### src/rtl/lsu_mem_if.sv
// Data-memory port of the load/store unit: a request channel with a valid/ready
// handshake, plus a response channel carrying read data or a write acknowledge.
interface lsu_mem_if #(
  parameter int ADDR_W = 32,
  parameter int DATA_W = 32
);
  logic              O_mem_req_valid;
  logic              I_mem_req_ready;
  logic [ADDR_W-1:0] O_mem_addr;
  logic              O_mem_we;
  logic [3:0]        O_mem_wstrb;
  logic [DATA_W-1:0] O_mem_wdata;
  logic              I_mem_rsp_valid;
  logic [DATA_W-1:0] I_mem_rsp_rdata;

  modport master (
    output O_mem_req_valid, O_mem_addr, O_mem_we, O_mem_wstrb, O_mem_wdata,
    input  I_mem_req_ready, I_mem_rsp_valid, I_mem_rsp_rdata
  );

  modport slave (
    input  O_mem_req_valid, O_mem_addr, O_mem_we, O_mem_wstrb, O_mem_wdata,
    output I_mem_req_ready, I_mem_rsp_valid, I_mem_rsp_rdata
  );
endinterface

### src/rtl/lsu_ctrl.sv
// Load/store unit controller: accepts one decoded access at a time, drives the
// data-memory handshake and returns extended load data or a misalignment flag.
module lsu_ctrl #(
  parameter int ADDR_W = 32,
  parameter int DATA_W = 32
) (
  input  logic              clk,
  input  logic              rst,
  input  logic              I_ls_valid,
  input  logic [3:0]        I_ls_type,
  input  logic [ADDR_W-1:0] I_addr,
  input  logic [DATA_W-1:0] I_wdata,
  input  logic [4:0]        I_rd_waddr,
  output logic              O_ready,
  lsu_mem_if.master         mem,
  output logic              O_done,
  output logic              O_rd_we,
  output logic [4:0]        O_rd_waddr,
  output logic [DATA_W-1:0] O_rd_wdata,
  output logic              O_misalign
);

  localparam logic [3:0] T_LB  = 4'd1;
  localparam logic [3:0] T_LH  = 4'd2;
  localparam logic [3:0] T_LW  = 4'd3;
  localparam logic [3:0] T_LBU = 4'd4;
  localparam logic [3:0] T_LHU = 4'd5;
  localparam logic [3:0] T_SB  = 4'd6;
  localparam logic [3:0] T_SH  = 4'd7;
  localparam logic [3:0] T_SW  = 4'd8;

  typedef enum logic [1:0] {IDLE, REQ, RSP, DONE} state_t;

  state_t            state, state_nxt;
  logic              accept;
  logic [3:0]        type_p0;
  logic [ADDR_W-1:0] addr_p0;
  logic [DATA_W-1:0] wdata_p0;
  logic [4:0]        rd_p0;
  logic [DATA_W-1:0] result_p1;

  function automatic logic is_load(input logic [3:0] t);
    return (t >= T_LB) && (t <= T_LHU);
  endfunction

  function automatic logic is_store(input logic [3:0] t);
    return (t >= T_SB) && (t <= T_SW);
  endfunction

  function automatic logic misaligned(input logic [3:0] t, input logic [1:0] off);
    logic m;
    case (t)
      T_LH, T_LHU, T_SH: m = off[0];
      T_LW, T_SW:        m = (off != 2'b00);
      default:           m = 1'b0;
    endcase
    return m;
  endfunction

  function automatic logic [3:0] strobe(input logic [3:0] t, input logic [1:0] off);
    logic [3:0] s;
    case (t)
      T_SB:    s = 4'b0001 << off;
      T_SH:    s = 4'b0011 << off;
      T_SW:    s = 4'b1111;
      default: s = 4'b0000;
    endcase
    return s;
  endfunction

  function automatic logic [DATA_W-1:0] store_data(input logic [3:0] t,
                                                   input logic [DATA_W-1:0] w);
    logic [DATA_W-1:0] d;
    case (t)
      T_SB:    d = {4{w[7:0]}};
      T_SH:    d = {2{w[15:0]}};
      T_SW:    d = w;
      default: d = '0;
    endcase
    return d;
  endfunction

  // Lane-select the addressed byte/half down to bit 0, then extend by type.
  function automatic logic [DATA_W-1:0] extend_load(input logic [3:0] t,
                                                    input logic [1:0] off,
                                                    input logic [DATA_W-1:0] rdata);
    logic [DATA_W-1:0] sh, r;
    sh = rdata >> {off, 3'b000};
    case (t)
      T_LB:    r = {{(DATA_W-8){sh[7]}}, sh[7:0]};
      T_LBU:   r = {{(DATA_W-8){1'b0}}, sh[7:0]};
      T_LH:    r = {{(DATA_W-16){sh[15]}}, sh[15:0]};
      T_LHU:   r = {{(DATA_W-16){1'b0}}, sh[15:0]};
      default: r = sh;
    endcase
    return r;
  endfunction

  assign accept = (state == IDLE) && I_ls_valid &&
                  (I_ls_type != 4'd0) && (I_ls_type <= T_SW);

  always_ff @(posedge clk or negedge rst) begin
    if (!rst) state <= IDLE;
    else      state <= state_nxt;
  end

  // Stage p0: access captured at accept; stage p1: extended load result.
  always_ff @(posedge clk) begin
    if (accept) begin
      type_p0  <= I_ls_type;
      addr_p0  <= I_addr;
      wdata_p0 <= I_wdata;
      rd_p0    <= I_rd_waddr;
    end
    if (state == RSP && mem.I_mem_rsp_valid)
      result_p1 <= extend_load(type_p0, addr_p0[1:0], mem.I_mem_rsp_rdata);
  end

  always_comb begin
    state_nxt           = state;
    O_ready             = 1'b0;
    mem.O_mem_req_valid = 1'b0;
    mem.O_mem_addr      = '0;
    mem.O_mem_we        = 1'b0;
    mem.O_mem_wstrb     = 4'b0000;
    mem.O_mem_wdata     = '0;
    O_done              = 1'b0;
    O_rd_we             = 1'b0;
    O_rd_waddr          = 5'd0;
    O_rd_wdata          = '0;
    O_misalign          = 1'b0;
    case (state)
      IDLE: begin
        O_ready = 1'b1;
        if (accept)
          state_nxt = misaligned(I_ls_type, I_addr[1:0]) ? DONE : REQ;
      end
      REQ: begin
        mem.O_mem_req_valid = 1'b1;
        mem.O_mem_addr      = {addr_p0[ADDR_W-1:2], 2'b00};
        mem.O_mem_we        = is_store(type_p0);
        mem.O_mem_wstrb     = strobe(type_p0, addr_p0[1:0]);
        mem.O_mem_wdata     = store_data(type_p0, wdata_p0);
        if (mem.I_mem_req_ready) state_nxt = RSP;
      end
      RSP: begin
        if (mem.I_mem_rsp_valid) state_nxt = DONE;
      end
      DONE: begin
        O_done     = 1'b1;
        O_misalign = misaligned(type_p0, addr_p0[1:0]);
        if (is_load(type_p0) && !O_misalign) begin
          O_rd_we    = (rd_p0 != 5'd0);
          O_rd_waddr = rd_p0;
          O_rd_wdata = result_p1;
        end
        state_nxt = IDLE;
      end
      default: state_nxt = IDLE;
    endcase
  end

endmodule
### src/flat_wrapper.sv
// flat-port wrapper written by rule: the top's interface ports become plain ports
module lsu_ctrl_flat 
#(
  parameter int ADDR_W = 32,
  parameter int DATA_W = 32
)
  (clk, rst, I_ls_valid, I_ls_type, I_addr, I_wdata, I_rd_waddr, O_ready, O_done, O_rd_we, O_rd_waddr, O_rd_wdata, O_misalign, mem_O_mem_req_valid, mem_O_mem_addr, mem_O_mem_we, mem_O_mem_wstrb, mem_O_mem_wdata, mem_I_mem_req_ready, mem_I_mem_rsp_valid, mem_I_mem_rsp_rdata);
  lsu_mem_if #(.ADDR_W(ADDR_W), .DATA_W(DATA_W)) mem_i ();
  input  logic clk;
  input  logic rst;
  input  logic I_ls_valid;
  input  logic [3:0] I_ls_type;
  input  logic [ADDR_W-1:0] I_addr;
  input  logic [DATA_W-1:0] I_wdata;
  input  logic [4:0] I_rd_waddr;
  output logic O_ready;
  output logic O_done;
  output logic O_rd_we;
  output logic [4:0] O_rd_waddr;
  output logic [DATA_W-1:0] O_rd_wdata;
  output logic O_misalign;
  output wire logic [$bits(mem_i.O_mem_req_valid)-1:0] mem_O_mem_req_valid;
  output wire logic [$bits(mem_i.O_mem_addr)-1:0] mem_O_mem_addr;
  output wire logic [$bits(mem_i.O_mem_we)-1:0] mem_O_mem_we;
  output wire logic [$bits(mem_i.O_mem_wstrb)-1:0] mem_O_mem_wstrb;
  output wire logic [$bits(mem_i.O_mem_wdata)-1:0] mem_O_mem_wdata;
  input wire logic [$bits(mem_i.I_mem_req_ready)-1:0] mem_I_mem_req_ready;
  input wire logic [$bits(mem_i.I_mem_rsp_valid)-1:0] mem_I_mem_rsp_valid;
  input wire logic [$bits(mem_i.I_mem_rsp_rdata)-1:0] mem_I_mem_rsp_rdata;
  assign mem_O_mem_req_valid = mem_i.O_mem_req_valid;
  assign mem_O_mem_addr = mem_i.O_mem_addr;
  assign mem_O_mem_we = mem_i.O_mem_we;
  assign mem_O_mem_wstrb = mem_i.O_mem_wstrb;
  assign mem_O_mem_wdata = mem_i.O_mem_wdata;
  assign mem_i.I_mem_req_ready = mem_I_mem_req_ready;
  assign mem_i.I_mem_rsp_valid = mem_I_mem_rsp_valid;
  assign mem_i.I_mem_rsp_rdata = mem_I_mem_rsp_rdata;
  lsu_ctrl #(.ADDR_W(ADDR_W), .DATA_W(DATA_W)) u_core (.clk(clk), .rst(rst), .I_ls_valid(I_ls_valid), .I_ls_type(I_ls_type), .I_addr(I_addr), .I_wdata(I_wdata), .I_rd_waddr(I_rd_waddr), .O_ready(O_ready), .mem(mem_i), .O_done(O_done), .O_rd_we(O_rd_we), .O_rd_waddr(O_rd_waddr), .O_rd_wdata(O_rd_wdata), .O_misalign(O_misalign));
endmodule
### config.mk
export PLATFORM = sky130hd
export DESIGN_NAME = lsu_ctrl_flat
export DESIGN_NICKNAME = d
export VERILOG_FILES = /design/src/rtl/lsu_mem_if.sv /design/src/rtl/lsu_ctrl.sv /design/src/flat_wrapper.sv
export SDC_FILE = /design/constraint.sdc
export NUM_CORES = 1
export LEC_CHECK = 0
export ABC_CLOCK_PERIOD_IN_PS = 7050
export CORE_ASPECT_RATIO = 0.9
export CORE_UTILIZATION = 46
export DETAILED_ROUTE_END_ITERATION = 8
export GPL_TIMING_DRIVEN = 0
export PLACE_DENSITY_LB_ADDON = 0.15
export SYNTH_ARGS = -nofsm -noshare
export SYNTH_HDL_FRONTEND = slang
export SYNTH_SLANG_ARGS = --single-unit
### constraint.sdc
create_clock -name clk -period 7.05 [get_ports clk]
set_clock_uncertainty 0.15 [all_clocks]
set_input_delay 1.41 -clock clk [delete_from_list [all_inputs] [get_ports clk]]
set_output_delay 1.41 -clock clk [all_outputs]
set_load 0.005 [all_outputs]
==> run_results.csv, run 1 <==
group,metric,value,unit
status,status,"completed",
clock_tree,cts_hold_buf,0,
critical_path,critPathTopFamily,"buffers and inverters",
clock_tree,cts_root_buffer,"clkbuf_16",
critical_path,r2r-start,"u_core.state[0]$_DFFE_PN0P_",
floorplan,die_w,115,µm
global_routing,track_usage,0.237,
critical_path,path_cells,"inv_1, ha_1, clkbuf_1, clkbuf_1, and2_1, clkdlybuf4s50_1",
logic_synthesis,synth-compound-area-share,0.117,
logic_synthesis,synthTopCellsByArea,"edfxtp_1 60%, and2_1 9.4%, mux2i_1 4.0%",
logic_synthesis,synth_adder_area_share,0.0119,
drt,drc_errors,0,
place,numPortBuffers,218,
sta,grt_setup_unrepaired,"no",
finish,nNetsFinal,770,
floorplan,io_pins,221,
min_path,hp-class,"reg2reg",
drt,num_vias,4126,
clock_tree,numClockSinks,107,
clock_tree,postCtsSetupRepairBufs,0,
floorplan,dieArea,11900,µm²
critical_path,reg2reg_depth,3,
sta,hold_ws,453,ps
critical_path,crit_fanout,10,
clock_tree,cts_tree,"built",
logic_synthesis,synthMuxAreaShare,0.0592,
critical_path,cp-startpoint,"u_core.state[1]$_DFFE_PN0P_",
clock_tree,htree_num_levels,3,
sta,max_clock_freq,235,MHz
floorplan,core,11000,µm²
power_and_ir_drop,p_leak,2.84,nW
floorplan,rows,36,
sta,worst_pin_slew,984,ps
clock_tree,clk_pin_slew,70,ps
finish,areaGrowthSynthToFinish,50.7,%
logic_synthesis,ys_ff_latch,107,
finish,n_antenna_cell,0,
critical_path,critPathKind,"reg2out",
floorplan,die_y,103,µm
logic_synthesis,yosys.area.top_type,"edfxtp_1",
sta,slew_violations,0,
drt,wl_per_cell,17.1,µm
logic_synthesis,synthArstFlopShare,0.0187,
critical_path,crit_top_cell,"clkbuf_1",
critical_path,cp_slowest_cell,"clkdlybuf4s50_1",
global_routing,grt_pass1_wl,20.9,mm
drt,dr.pass1.iters,5,
logic_synthesis,post_synth_instance_area,5260,µm²
logic_synthesis,synth_top_area_frac,0.599,
critical_path,cp_data_required_time,5490,ps
logic_synthesis,syn_area_per_cell,12.4,µm²
drt,wirelength,13.9,mm
sta,finalCritPeriodShare,0.603,
logic_synthesis,synthFlopType,"edfxtp_1",
logic_synthesis,syn_inst,425,
sta,hold_violations,0,
clock_tree,cts.repair.resized,0,
logic_synthesis,yosys.cell_types.count,41,
sta,fin_ws,2800,ps
sta,setup_viol,0,
global_routing,grt_max_degree,74,
clock_tree,cts_buffer_depth,2,
logic_synthesis,synth_xor_area_frac,0.00333,
sta,min_period,4250,ps
place,dpl.hpwl,10.3,mm
place,dpl_cell_area,7640,µm²
logic_synthesis,synth-edff-count,105,
flow_run,max_cap_violations,0,
drt,antenna_left,0,
critical_path,cp.depth,6,
critical_path,crit_arrival,2690,ps
place,dp_worst_setup_slack,3170,ps
global_routing,grt_pass1_vias,4139,
global_routing,antenna_found_initial,0,
sta,finalSetupTns,0,ps
clock_tree,numCtsBuffers,9,
sta,slew_headroom,0.344,
critical_path,timing.rr.end,"u_core.addr_p0[8]$_DFFE_PP_",
logic_synthesis,yosysWarnings,0,
logic_synthesis,synth-simple-area-share,0.159,
critical_path,critPathLaunchType,"register",
critical_path,reg2reg_slack,4820,ps
power_and_ir_drop,powerDensity,245,nW/µm²
clock_tree,clkLatencyLatePin,340,ps
global_routing,globalRouteOverflowTotal,0,
critical_path,crit_path_end_kind,"primary output",
place,gp_congestion,0.837,
critical_path,crit_end,"mem_O_mem_addr[9]",
critical_path,crit_buf_inv,4,
logic_synthesis,seq_area_frac_synth,0.609,
critical_path,cpPeakStageDelay,520,ps
drt,drtIter0Drc,281,
finish,fin_area,7930,µm²
drt,drt-vias-per-instance,5.08,
finish,drive_above_1_share,0.0803,
power_and_ir_drop,peakVddDrop,0.270,mV
logic_synthesis,synth_top_family_by_area,"simple AND/OR/NAND/NOR gates",
floorplan,start_util,0.479,
synthesized netlist by cell type, types with 4 or more instances:
cell      count
a211oi_1      7
a21boi_0     19
a21o_1        8
a21oi_1      16
a22oi_1       8
and2_1       79
buf_2        10
buf_4         6
buf_6         4
clkbuf_1      8
edfxtp_1    105
ha_1          5
inv_1         8
mux2_2        9
mux2i_1      21
nand2_1      28
nor2_1       16
nor2b_1      16
nor3_1        4
o21ai_0      21
logic make-up (layout without fill, tap and decap cells):
kind of cell,count (synthesis),after routing
AOI/OAI and AO/OA,90,90
xor gates and xnor gates,2,2
adders and majority gates,5,5
buffers and inverters,38,272
DFF,107,107
muxes,30,30
other,1,2
and+or+nand+nor,152,152
cell usage in the layout, fill, tap and decap left out, types with 3 or more instances in the layout:
cell type	count
nand2_1	28
a21o_1	8
nor2b_1	16
inv_1	8
buf_6	4
clkbuf_16	9
a211oi_1	7
clkbuf_1	8
nor3_1	4
buf_4	6
a21oi_1	16
ha_1	5
inv_6	3
clkdlybuf4s50_1	218
and2_1	78
o21ai_0	21
mux2_2	9
a22oi_1	8
a21boi_0	19
mux2i_1	21
edfxtp_1	105
nor2_1	16
buf_2	10
per-stage QoR:
| step | cells | total power, mW | utilization |
|---|---|---|---|
| floorplan | 426 | 1.13 | - |
| finish | 812 | 1.94 | 0.722 |
| global placement | 796 | 1.46 | 0.695 |
| detailed placement | 796 | 1.47 | 0.696 |
| CTS | 812 | 1.96 | 0.721 |
| global route | 812 | 2.04 | 0.722 |
metal layers:
layer | global-route usage | up-vias | wire length [µm]
li1 | - | 1979 | -
met1 | 0.288 | 1923 | 5570
met2 | 0.397 | 200 | 6770
met3 | 0.0711 | 24 | 1210
met4 | 0.103 | 0 | 327
met5 | 0 | - | 0
flip-flops by register name (all words and copies together), names as in the netlist:
name / cells
u_core.result_p1: 32
u_core.type_p0: 4
u_core.state: 2
u_core.addr_p0: 32
u_core.rd_p0: 5
u_core.wdata_p0: 32
power by group:
group	total (mW)	switching, mW	internal [mW]
Clock	0.483	0.237	0.246
Sequential	0.827	0.0249	0.802
Combinational	0.631	0.284	0.347
worst register-to-register path: cells and delay by family (launching register included):
family / cells / cell delay [ps]
simple gates: 1 / 840
flops: 1 / 400
fa+ha+maj: 1 / 250
buf+inv: 1 / 150
layout make-up:
class,instances,area (µm²)
Clock inverter,7,58.8
Inverter,8,30.0
Multi-Input combinational cell,281,1860
Timing Repair Buffer,218,2180
Clock buffer,9,225
Sequential cell,107,3200
Tap cell,152,190
Buffer,30,178
Fill cell,799,3060
how the worst min path moves through the flow:
stage	cells past startpoint	from	end	slack, ps
after floorplan	1	u_core.state[1]$_DFFE_PN0P_	u_core.state[1]$_DFFE_PN0P_	380
final	1	u_core.state[1]$_DFFE_PN0P_	u_core.state[1]$_DFFE_PN0P_	450
after CTS	1	u_core.state[1]$_DFFE_PN0P_	u_core.state[1]$_DFFE_PN0P_	450
after detailed placement	1	u_core.state[1]$_DFFE_PN0P_	u_core.state[1]$_DFFE_PN0P_	440
after global routing	1	u_core.state[1]$_DFFE_PN0P_	u_core.state[1]$_DFFE_PN0P_	460
after global placement	1	u_core.state[1]$_DFFE_PN0P_	u_core.state[1]$_DFFE_PN0P_	400
Note: power is estimated with default switching activity, not from simulation.
==> run 2, diff against run 1 <==
--- a/config.mk
+++ b/config.mk
@@ -5,9 +5,9 @@
 export SDC_FILE = /design/constraint.sdc
 export NUM_CORES = 1
 export LEC_CHECK = 0
-export ABC_CLOCK_PERIOD_IN_PS = 7050
+export ABC_CLOCK_PERIOD_IN_PS = 4340
 export CORE_ASPECT_RATIO = 0.9
-export CORE_UTILIZATION = 46
+export CORE_UTILIZATION = 43
 export DETAILED_ROUTE_END_ITERATION = 8
 export GPL_TIMING_DRIVEN = 0
 export PLACE_DENSITY_LB_ADDON = 0.15
==> constraint.sdc (replaced) <==
create_clock -name clk -period 4.34 [get_ports clk]
set_clock_uncertainty 0.15 [all_clocks]
set_input_delay 0.868 -clock clk [delete_from_list [all_inputs] [get_ports clk]]
set_output_delay 0.868 -clock clk [all_outputs]
set_load 0.005 [all_outputs]
==> run_results.csv, run 2 (same netlist as run 1, synthesis figures left out) <==
group,metric,value,unit
drt,dr.pass1.iters,5,
floorplan,start_util,0.451,
critical_path,crit_arrival,2630,ps
finish,fin_area,7980,µm²
floorplan,die_y,107,µm
sta,grt_setup_unrepaired,"no",
clock_tree,cts.repair.resized,0,
critical_path,path_cells,"inv_1, ha_1, clkbuf_1, clkbuf_1, and2_1, clkdlybuf4s50_1",
clock_tree,cts_buffer_depth,2,
place,dp_worst_setup_slack,1040,ps
critical_path,critPathLaunchType,"register",
drt,drc_errors,0,
global_routing,grt_pass1_vias,4240,
sta,finalSetupTns,0,ps
drt,drtIter0Drc,251,
status,status,"completed",
power_and_ir_drop,powerDensity,395,nW/µm²
critical_path,crit_fanout,10,
place,numPortBuffers,218,
finish,layout_common_cells,"218 x clkdlybuf4s50_1, 105 x edfxtp_1, 79 x and2_1",
finish,final_common_cell,"clkdlybuf4s50_1",
floorplan,dieArea,12700,µm²
place,placedCellCount,802,
sta,max_clock_freq,274,MHz
finish,drive_above_1_share,0.0801,
global_routing,grt_pass1_wl,21.6,mm
drt,drt-vias-per-instance,5.04,
drt,antenna_left,0,
sta,slew_headroom,0.372,
power_and_ir_drop,p_leak,2.86,nW
clock_tree,cts_root_buffer,"clkbuf_16",
sta,hold_ws,428,ps
critical_path,cp_data_required_time,3320,ps
flow_run,max_cap_violations,0,
clock_tree,htree_num_levels,3,
sta,hold_violations,0,
sta,finalCritPeriodShare,0.841,
critical_path,crit_path_end_kind,"primary output",
clock_tree,clk_pin_slew,70,ps
finish,areaGrowthSynthToFinish,51.6,%
global_routing,antenna_found_initial,0,
critical_path,crit_buf_inv,4,
critical_path,cpPeakStageDelay,530,ps
finish,nFillCells,889,
critical_path,critPathKind,"reg2out",
clock_tree,postCtsSetupRepairBufs,0,
finish,nNetsFinal,772,
critical_path,critPathTopFamily,"buffers and inverters",
drt,wl_per_cell,17.1,µm
critical_path,cp_slowest_cell,"clkdlybuf4s50_1",
sta,slew_violations,0,
place,gp_congestion,0.833,
floorplan,core,11700,µm²
finish,n_antenna_cell,0,
clock_tree,numCtsBuffers,9,
drt,wirelength,14.0,mm
sta,setup_viol,0,
floorplan,io_pins,221,
drt,num_vias,4125,
floorplan,die_w,119,µm
clock_tree,cts_tree,"built",
global_routing,grt_max_degree,55,
global_routing,globalRouteOverflowTotal,0,
power_and_ir_drop,peakVddDrop,0.255,mV
finish,reg.largest.list,"u_core.addr_p0 (32), u_core.result_p1 (32), u_core.wdata_p0 (32)",
sta,worst_pin_slew,935,ps
min_path,hp-class,"reg2reg",
sta,fin_ws,691,ps
clock_tree,clkLatencyLatePin,340,ps
clock_tree,numClockSinks,107,
floorplan,rows,37,
critical_path,crit_top_cell,"clkbuf_1",
clock_tree,cts_hold_buf,0,
global_routing,track_usage,0.225,
sta,min_period,3650,ps
finish,finalNonFillerCells,818,
place,dpl.hpwl,10.5,mm
place,dpl_cell_area,7700,µm²
==> run 2: cell count changes in the layout (fill, tap and decap cells not counted), sizes merged <==
| cell | before | now |
|---|---|---|
| buf | 22 | 24 |
| inv | 12 | 11 |
| clkinv | 2 | 3 |
==> run 2: final cells by class <==
class	count	area, µm²	area share
repair buffers	220	2240	0.280
clock buffers	9	225	0.0282
plain buffers	30	178	0.0223
flip-flops and latches	107	3200	0.401
multi-input cells	281	1860	0.233
clock inverters	7	51.3	0.00643
inverters	8	30.0	0.00376
well taps	156	195	0.0245
==> run 2: where the power goes <==
group / switching (mW) / internal [mW] / leakage [nW]
combinational: 0.462 / 0.581 / 1.74
sequential: 0.0404 / 1.30 / 0.986
clock: 0.377 / 0.394 / 0.134
total: 0.879 / 2.27 / 2.86
==> run 2: worst paths after layout <==
check                                                 start                              to  slack, ps  cells after the start
max in group asynchronous                               rst     u_core.state[0]$_DFFE_PN0P_       3390                      1
worst min-delay path            u_core.state[1]$_DFFE_PN0P_     u_core.state[1]$_DFFE_PN0P_        430                      1
worst min register to register  u_core.state[1]$_DFFE_PN0P_     u_core.state[1]$_DFFE_PN0P_        430                      1
worst max register to register  u_core.type_p0[0]$_DFFE_PP_  u_core.result_p1[11]$_DFFE_PP_       2160                      4
worst max-delay path            u_core.state[1]$_DFFE_PN0P_               mem_O_mem_addr[2]        690                      6
min in group asynchronous                               rst     u_core.state[1]$_DFFE_PN0P_        530                      1
==> run 2: per-layer routing <==
metal | wire (µm) | track usage | vias to the layer above
met5 | 0 | 0 | -
met4 | 342 | 0.0850 | 0
met3 | 1080 | 0.0660 | 25
met2 | 6790 | 0.380 | 185
met1 | 5800 | 0.272 | 1930
li1 | - | - | 1985
==> run 2: per-stage QoR <==
step                      total power, mW   util
after CTS                            3.18  0.684
after detailed placement             2.41  0.660
after floorplan                      1.83      -
after global placement               2.37  0.655
final                                3.15  0.684
after global routing                 3.31  0.684
